===== config.mk =====
export PLATFORM = sky130hd
export DESIGN_NAME = fwd_hazard_ctrl
export DESIGN_NICKNAME = d
export VERILOG_FILES = /design/src/rtl/fwd_hazard_ctrl.sv
export SDC_FILE = /design/constraint.sdc
export NUM_CORES = 1
export LEC_CHECK = 0
export ABC_CLOCK_PERIOD_IN_PS = 5700
export CAP_MARGIN = 20
export CORE_MARGIN = 2
export CORE_UTILIZATION = 40
export DETAILED_ROUTE_END_ITERATION = 8
export DONT_BUFFER_PORTS = 1
export PLACE_DENSITY = 0.65
export SYNTH_ARGS = -nofsm -noshare
export SYNTH_HDL_FRONTEND = slang
export SYNTH_SLANG_ARGS = --single-unit

===== constraint.sdc =====
create_clock -name clk -period 5.7 [get_ports clk]
set_input_delay 0.57 -clock clk [delete_from_list [all_inputs] [get_ports clk]]
set_output_delay 0.57 -clock clk [all_outputs]
set_load 0.005 [all_outputs]

===== src/rtl/fwd_hazard_ctrl.sv =====
// EX-stage operand forwarding and load-use hazard control for the 5-stage pipeline.
// WB needs no slot: the regfile writes before it reads.
module fwd_hazard_ctrl #(
  parameter int unsigned REG_ADDR_W = 5,
  parameter int unsigned CNT_W      = 16
) (
  input  logic                  clk,
  input  logic                  rst,
  input  logic                  id_valid,
  input  logic [REG_ADDR_W-1:0] id_rs,
  input  logic [REG_ADDR_W-1:0] id_rt,
  input  logic                  id_uses_rs,
  input  logic                  id_uses_rt,
  input  logic                  id_alt_a,
  input  logic                  id_alt_b,
  input  logic                  id_wr_en,
  input  logic [REG_ADDR_W-1:0] id_rd,
  input  logic                  id_is_load,
  input  logic                  id_flush,
  input  logic                  mem_ready,
  output logic [1:0]            fwd_a_sel,
  output logic [1:0]            fwd_b_sel,
  output logic                  stall_if_id,
  output logic                  bubble_ex,
  output logic [CNT_W-1:0]      stall_cnt,
  output logic [CNT_W-1:0]      fwd_cnt
);

  typedef enum logic [1:0] {StRun, StLu, StFrz} state_e;

  state_e state_q, state_d, ret_q, ret_d;

  logic                  ex_valid_q, ex_wr_q, ex_load_q;
  logic [REG_ADDR_W-1:0] ex_rd_q;
  logic                  mem_valid_q, mem_wr_q;
  logic [REG_ADDR_W-1:0] mem_rd_q;

  logic [1:0]       sel_a_q, sel_a_d, sel_b_q, sel_b_d;
  logic [CNT_W-1:0] stall_cnt_q, stall_cnt_d, fwd_cnt_q, fwd_cnt_d;
  logic [CNT_W:0]   stall_sum, fwd_sum;
  logic [1:0]       fwd_inc;

  logic ex_hit_a, ex_hit_b, mem_hit_a, mem_hit_b, lu;

  // Register $0 is hard-wired, so it never matches a producer.
  assign ex_hit_a  = ex_valid_q & ex_wr_q & (ex_rd_q == id_rs) & (id_rs != '0);
  assign ex_hit_b  = ex_valid_q & ex_wr_q & (ex_rd_q == id_rt) & (id_rt != '0);
  assign mem_hit_a = mem_valid_q & mem_wr_q & (mem_rd_q == id_rs) & (id_rs != '0);
  assign mem_hit_b = mem_valid_q & mem_wr_q & (mem_rd_q == id_rt) & (id_rt != '0);

  assign lu = id_valid & ~id_flush & ex_load_q &
              ((id_uses_rs & ex_hit_a) | (id_uses_rt & ex_hit_b));

  function automatic logic [1:0] pick(input logic alt, input logic uses,
                                      input logic ex_hit, input logic mem_hit);
    if (alt) begin
      return 2'b11;
    end else if (!uses) begin
      return 2'b00;
    end else if (ex_hit) begin
      return 2'b01;
    end else if (mem_hit) begin
      return 2'b10;
    end
    return 2'b00;
  endfunction

  always_comb begin
    stall_if_id = lu | ~mem_ready;
    bubble_ex   = (lu | id_flush | ~id_valid) & mem_ready;

    sel_a_d = bubble_ex ? 2'b00 : pick(id_alt_a, id_uses_rs, ex_hit_a, mem_hit_a);
    sel_b_d = bubble_ex ? 2'b00 : pick(id_alt_b, id_uses_rt, ex_hit_b, mem_hit_b);

    // 01 and 10 are exactly the selects with odd parity.
    fwd_inc   = {1'b0, ^sel_a_d} + {1'b0, ^sel_b_d};
    fwd_sum   = {1'b0, fwd_cnt_q} + (CNT_W+1)'(fwd_inc);
    fwd_cnt_d = fwd_sum[CNT_W] ? '1 : fwd_sum[CNT_W-1:0];

    stall_sum   = {1'b0, stall_cnt_q} + (CNT_W+1)'(lu);
    stall_cnt_d = stall_sum[CNT_W] ? '1 : stall_sum[CNT_W-1:0];
  end

  always_comb begin
    state_d = state_q;
    ret_d   = ret_q;
    case (state_q)
      StRun: begin
        if (!mem_ready) begin
          state_d = StFrz;
          ret_d   = StRun;
        end else if (lu) begin
          state_d = StLu;
        end
      end
      StLu: begin
        if (!mem_ready) begin
          state_d = StFrz;
          ret_d   = StLu;
        end else begin
          state_d = StRun;
        end
      end
      StFrz: begin
        if (mem_ready) state_d = ret_q;
      end
      default: state_d = StRun;
    endcase
  end

  always_ff @(posedge clk) begin
    if (rst) begin
      state_q     <= StRun;
      ret_q       <= StRun;
      ex_valid_q  <= 1'b0;
      ex_wr_q     <= 1'b0;
      ex_load_q   <= 1'b0;
      ex_rd_q     <= '0;
      mem_valid_q <= 1'b0;
      mem_wr_q    <= 1'b0;
      mem_rd_q    <= '0;
      sel_a_q     <= 2'b00;
      sel_b_q     <= 2'b00;
      stall_cnt_q <= '0;
      fwd_cnt_q   <= '0;
    end else begin
      state_q <= state_d;
      ret_q   <= ret_d;
      if (mem_ready) begin
        mem_valid_q <= ex_valid_q;
        mem_wr_q    <= ex_wr_q;
        mem_rd_q    <= ex_rd_q;
        ex_valid_q  <= ~bubble_ex;
        ex_wr_q     <= id_wr_en & ~bubble_ex;
        ex_load_q   <= id_is_load & ~bubble_ex;
        ex_rd_q     <= id_rd;
        sel_a_q     <= sel_a_d;
        sel_b_q     <= sel_b_d;
        stall_cnt_q <= stall_cnt_d;
        fwd_cnt_q   <= fwd_cnt_d;
      end
    end
  end

  assign fwd_a_sel = sel_a_q;
  assign fwd_b_sel = sel_b_q;
  assign stall_cnt = stall_cnt_q;
  assign fwd_cnt   = fwd_cnt_q;

endmodule


* After elaboration in Yosys (flattened, before gate mapping)
Index checks and enable logic that the tools add are counted.
Storage, ports and cells: logic and storage cells 70, bits in read-only memories 0, output and inout port bits 38, bits in registers 51, bits in latches 0, memories kept 0, bits in writable memories 0
Cells by class: reductions and logical operators 4, $lt $le $gt $ge 0, bitwise logic cells 26, equality and inequality tests 4, shifts and indexed selects 0, div/mod/pow operators 0, multiply operators 0, add/subtract/negate cells 3, muxes and demuxes 22
Operators by type and width (number):
- two-way mux 16 bit | 2
- two-way mux 2 bit | 12
- equality test 5 bit | 4
- bitwise AND 1 bit | 18
- adder 16 x 1 -> 17 bit | 1
- adder 16 x 2 -> 17 bit | 1
- nonzero test 5 bit | 2
- two-way mux 1 bit | 8
- NOT 1 bit | 4
- OR 1 bit | 4
- XOR reduction 2 bit | 2
- adder 1 x 1 -> 2 bit | 1

* Logic depth before layout (Yosys ltp)
word-level depth 14, gate-level depth with buffers 16

* Worst setup path before layout
Ideal clock, no wire load.
kind input port to flip-flop, from input port id_rt[0], to register fwd_cnt_q[10] (netlist: fwd_cnt[10]), setup time 0.070 ns, path buffers 1, stages 16, data required time 5.630 ns, setup slack 1.869 ns, arrival time 3.761 ns, path through or4_1 o21ai_2 nor4_1 o21ai_4 a21boi_2 or3_1 fa_1 inv_1 ha_1 nand4_1 nor2_1 nand2_1 nor2_1 nand4_1 clkbuf_1 a21oi_1
Between the ends: longest elaborated chain between the ends 14, elaborated cells between the ends (all ways) 28
RTL lines:
- start, declared | line 11 | input logic [REG_ADDR_W-1:0] id_rt,
- equality test 5 bit | line 47 | assign ex_hit_b = ex_valid_q & ex_wr_q & (ex_rd_q == id_rt) & (id_rt != '0);
- bitwise AND 1 bit | line 47
- bitwise AND 1 bit (*) | line 47
- bitwise AND 1 bit (*) | line 52 | ((id_uses_rs & ex_hit_a) | (id_uses_rt & ex_hit_b));
- OR 1 bit (*) | line 52
- bitwise AND 1 bit (*) | line 51 | assign lu = id_valid & ~id_flush & ex_load_q &
- OR 1 bit (*) (2 in a row) | line 70 | bubble_ex = (lu | id_flush | ~id_valid) & mem_ready;
- bitwise AND 1 bit (*) | line 70
- net bubble_ex | line 24 | output logic bubble_ex,
- two-way mux 2 bit (on tied branches) | line 72, 73
- XOR reduction 2 bit | line 76 | fwd_inc = {1'b0, ^sel_a_d} + {1'b0, ^sel_b_d};
- adder 1 x 1 -> 2 bit (*) | line 76
- adder 16 x 2 -> 17 bit (*) | line 77 | fwd_sum = {1'b0, fwd_cnt_q} + (CNT_W+1)'(fwd_inc);
- two-way mux 16 bit (*) | line 78 | fwd_cnt_d = fwd_sum[CNT_W] ? '1 : fwd_sum[CNT_W-1:0];
- end signal, assigned | line 140 | fwd_cnt_q <= fwd_cnt_d;
- end, declared | line 39 | logic [CNT_W-1:0] stall_cnt_q, stall_cnt_d, fwd_cnt_q, fwd_cnt_d;
The timed path passes the listed nets; every way through them passes the cells marked *. A chain may end at the register's enable or synchronous reset.

* Worst setup path in the final report
from input port id_rs[0], to register fwd_cnt_q[6] (netlist: fwd_cnt[6])
Between the ends: longest elaborated chain between the ends 14, elaborated cells between the ends (all ways) 28
RTL lines:
- start, declared | line 10 | input logic [REG_ADDR_W-1:0] id_rs,
- equality test 5 bit | line 46 | assign ex_hit_a = ex_valid_q & ex_wr_q & (ex_rd_q == id_rs) & (id_rs != '0);
- bitwise AND 1 bit | line 46
- bitwise AND 1 bit (*) | line 46
- bitwise AND 1 bit (*) | line 52
- OR 1 bit (*) | line 52
- bitwise AND 1 bit (*) | line 51
- OR 1 bit (*) (2 in a row) | line 70
- bitwise AND 1 bit (*) | line 70
- net bubble_ex | line 24
- two-way mux 2 bit (on tied branches) | line 72, 73
- XOR reduction 2 bit | line 76
- adder 1 x 1 -> 2 bit (*) | line 76
- adder 16 x 2 -> 17 bit (*) | line 77
- two-way mux 16 bit (*) | line 78
Marks and branches as above.

==> reports/results.txt <==
Counting every sink on the clock net gives 51. The run gives 2500 sq um as the total cell area at the placement stage. The run gives 586 as the number of fill cells in the layout. For the remaining max-slew budget at the tightest pin, the log shows 0.489.

The worst-case hold path end point was stall_cnt[9]$_SDFFE_PP0P_. For the register area share after synthesis, the log shows 0.418. Dividing the detail-routed via count by the number of cells gives 5.44.

The initial DRC count was 90. In this run the remaining antenna-violating nets after routing total 0. Dividing the detail-routed wire length by the instance count gives 15.1 um. For the hold slack, the log shows 327 ps.

Number of synthesized flops with an enable pin: 0. The post-CTS setup repair buffer count was 0; the portion of synthesized cell area occupied by the leading cell type was 0.418. The cell accounting for the most synthesized area is dfxtp_1. The critical path data arrival time came out at 4330 ps.

STA classifies the critical path startpoint as a primary input. Data on the critical path is required at its endpoint by 5930 ps. Path category of the worst min-delay check: primary input to flop. The count of pins on the block boundary is 64, and the final estimated routing congestion in global placement is 0.824. TritonCTS built the clock tree. Summed over all nets, the half-perimeter wirelength after detailed placement is 3840 um.

The via count of the first global-routing pass is 1817. The time the final worst path needs with I/O delays and setup was 4110 ps; the static leakage power was 0.928 nW. The post-CTS clock slew at the launch and capture registers of the worst setup and hold paths is 100 ps, and the cell count after placement is 345. The tools report the final core utilization as 0.445. By startpoint and endpoint, the worst setup path is classified as primary input to flop. The die covers 6750 sq um. Before antenna repair, the detailed router went through 4 iterations. The worst setup path is captured at a flop. For this block, the via count after detailed routing is 1919. From left edge to right edge, the die measures 82.2 um.

The clock buffer count from CTS is 5. In this run the critical register-to-register path is launched from ex_rd_q[0]$_SDFFE_PP0P_. The H-tree was split into 2 levels. The logs give 1590 ps for the setup slack of the critical path after layout and 1620 ps for the register-to-register setup slack. The depth of the worst hold-timing path came out at 1. In the synthesized netlist, the cells that appear most often are 51 x dfxtp_1, 32 x nor2_1, 29 x a21oi_1.

Hold repair after CTS inserted 0 buffers. For the worst supply voltage drop on vdd, the log shows 0.000154 V. The longest clock path from root to sink contains 2 buffers. The total overflow left after global routing is 0. The net count after synthesis was 310. Overall power consumption after layout is estimated at 0.691 mW. For the worst flop-to-flop path, the logic depth is 14. The total of max-cap violations came out at 0. The number of warning messages in the yosys log is 0.

Row generation in the floorplan step produced 28 rows. The maximum fanout along the worst path is 13, and the total global routing track utilization is 0.159. For the maximum number of pins on one net before global-route repair, the log shows 47. The run gives 280 as the synthesized instance count. Among all cell types in the netlist, the one instantiated most often is dfxtp_1. The first global-routing pass estimated 8360 um of wire.

Leaving out filler cells and counting taps, the final layout contains 353. Input and output buffers added on the ports amount to 0. For the number of DRC violations after detailed routing, the log shows 0. The cell area after layout came out at 2640 sq um. In this run the mean area of a mapped cell was 8.73 sq um. The async set-reset flop share out of synthesis was 0.

Post-cts resize count: 0. The endpoint identified for the worst register-to-register timing path is fwd_cnt[6]$_SDFFE_PP0P_. The die span in y is 82.2 um, and the power per cell area is 262 nW/um^2. The layout-stage area growth over the synthesis result is 7.83%, and the transition time at the pin with the least slew margin is 760 ps. For this block, the routed nets add up to 5320 um of wire. OpenSTA, run right after detailed placement, puts the worst setup slack at 1240 ps. Setup violations remaining at the end of the flow were counted as 0. The run finished with clean final reports. The fraction of final layout cells with drive strength greater than 1 is 0.0468. For the number of hold violations in the final report, the log shows 0.

The antenna diode count was 0. The setup TNS is 0 ps. Predominant post-synthesis flop cell: dfxtp_1. The run gives 0 as the number of pins exceeding their max-slew limit in the final report. The worst hold path begins at rst. After floorplanning, the core was sized to cover 5920 sq um. The cell sitting at the root of the clock tree is a clkbuf_8. The top achievable clock speed is 243 MHz. The run gives 0.413 as the starting density of the core. The number of antenna violations at the first check in global routing was 0; the number of nets in the finished design was 307.

The final critical-path share of the clock period is 0.721, and the count of different cell masters after synthesis is 35. Clock skew on the completed layout was measured at 7.26 ps. At the later pin of the worst-skew pair, clock insertion delay measures 300 ps. The number of storage elements in the synthesis netlist works out to 51. Ranked by total cell area, the synthesized netlist is headed by dfxtp_1 42%, xor2_1 8.6%, mux2i_1 6.6%, xnor2_1 6.1%, a21oi_1 5.9%. The synthesized netlist occupies a cell area of 2440 sq um.

Setup repair after global routing left no endpoint under its margin.
## power breakdown
group	switching, mW	total (mW)	internal, mW
sequential	0.00639	0.368	0.361
combinational	0.0116	0.0274	0.0157
clock	0.120	0.295	0.175
total	0.138	0.691	0.552
## logic make-up after synthesis
| kind of cell | Yosys count | share of synthesized area |
|---|---|---|
| xor+xnor | 41 | 0.147 |
| flops | 51 | 0.418 |
| compound gates | 47 | 0.110 |
| fa+ha+maj | 4 | 0.0235 |
| mux | 16 | 0.0655 |
| buf+inv | 16 | 0.0251 |
| simple gates | 105 | 0.211 |
## area by class of cell
| cell class | count | area, sq um | share of cell area |
|---|---|---|---|
| Clock inverter | 3 | 67.6 | 0.0256 |
| Inverter | 6 | 22.5 | 0.00854 |
| Sequential cell | 51 | 1020 | 0.387 |
| Multi-Input combinational cell | 213 | 1360 | 0.517 |
| Tap cell | 75 | 93.8 | 0.0356 |
| Clock buffer | 5 | 68.8 | 0.0261 |
## sequential cells by signal, summed over array words and instances (netlist names), 2 cells and up
signal	count
fwd_cnt	16
ex_rd_q	5
fwd_b_sel	2
mem_rd_q	5
fwd_a_sel	2
stall_cnt	16
## worst max-delay path, cell delays in order
cell and delay (ps):
or4_1 510, o21ai_1 220, nor4_1 150, o21ai_4 200
a21boi_2 110, or3_1 390, fa_1 410, inv_1 90
ha_1 170, nand4_1 140, nor2_1 300, nand2_1 150
nor2_1 170, nand4_1 470, a21oi_1 300
## cells in the final DEF, fill, tap and decap left out, drive strengths merged
cell type  count
nand2         23
clkinvlp       1
a21oi         29
nor4           5
a211oi         2
nor2          32
and4b          1
nor3           9
inv            6
nor3b          1
a31oi          3
bufinv         2
dfxtp         51
o21ai         11
nand4b         1
clkbuf         5
nor2b          1
xor2          24
fa             1
xnor2         17
a21boi         1
or4            2
a311oi         1
or2            1
and3           4
nand3          8
nand4         11
ha             3
and4           1
mux2i         16
nand2b         3
or3            2
## worst max-delay path by stage
stage | startpoint | end | slack (ps)
detailed placement | id_rs[0] | fwd_cnt[3]$_SDFFE_PP0P_ | 1240
finish | id_rs[0] | fwd_cnt[6]$_SDFFE_PP0P_ | 1590
global placement | id_rs[0] | fwd_cnt[6]$_SDFFE_PP0P_ | 1360
CTS | ex_rd_q[4]$_SDFFE_PP0P_ | fwd_cnt[6]$_SDFFE_PP0P_ | 1540
global route | ex_rd_q[0]$_SDFFE_PP0P_ | fwd_cnt[7]$_SDFFE_PP0P_ | 1130
floorplan | id_rt[0] | fwd_cnt[10]$_SDFFE_PP0P_ | 1870
## metal layers
layer,share of wire,wire length (um),vias to the layer above,track usage
met1,0.45,2410,902,0.188
met5,0,0,-,0
met4,0.0094,50,0,0.0500
li1,-,-,964,-
met3,0.077,411,4,0.0630
met2,0.46,2450,49,0.265
No activity file was read; power rests on OpenSTA's default activity.
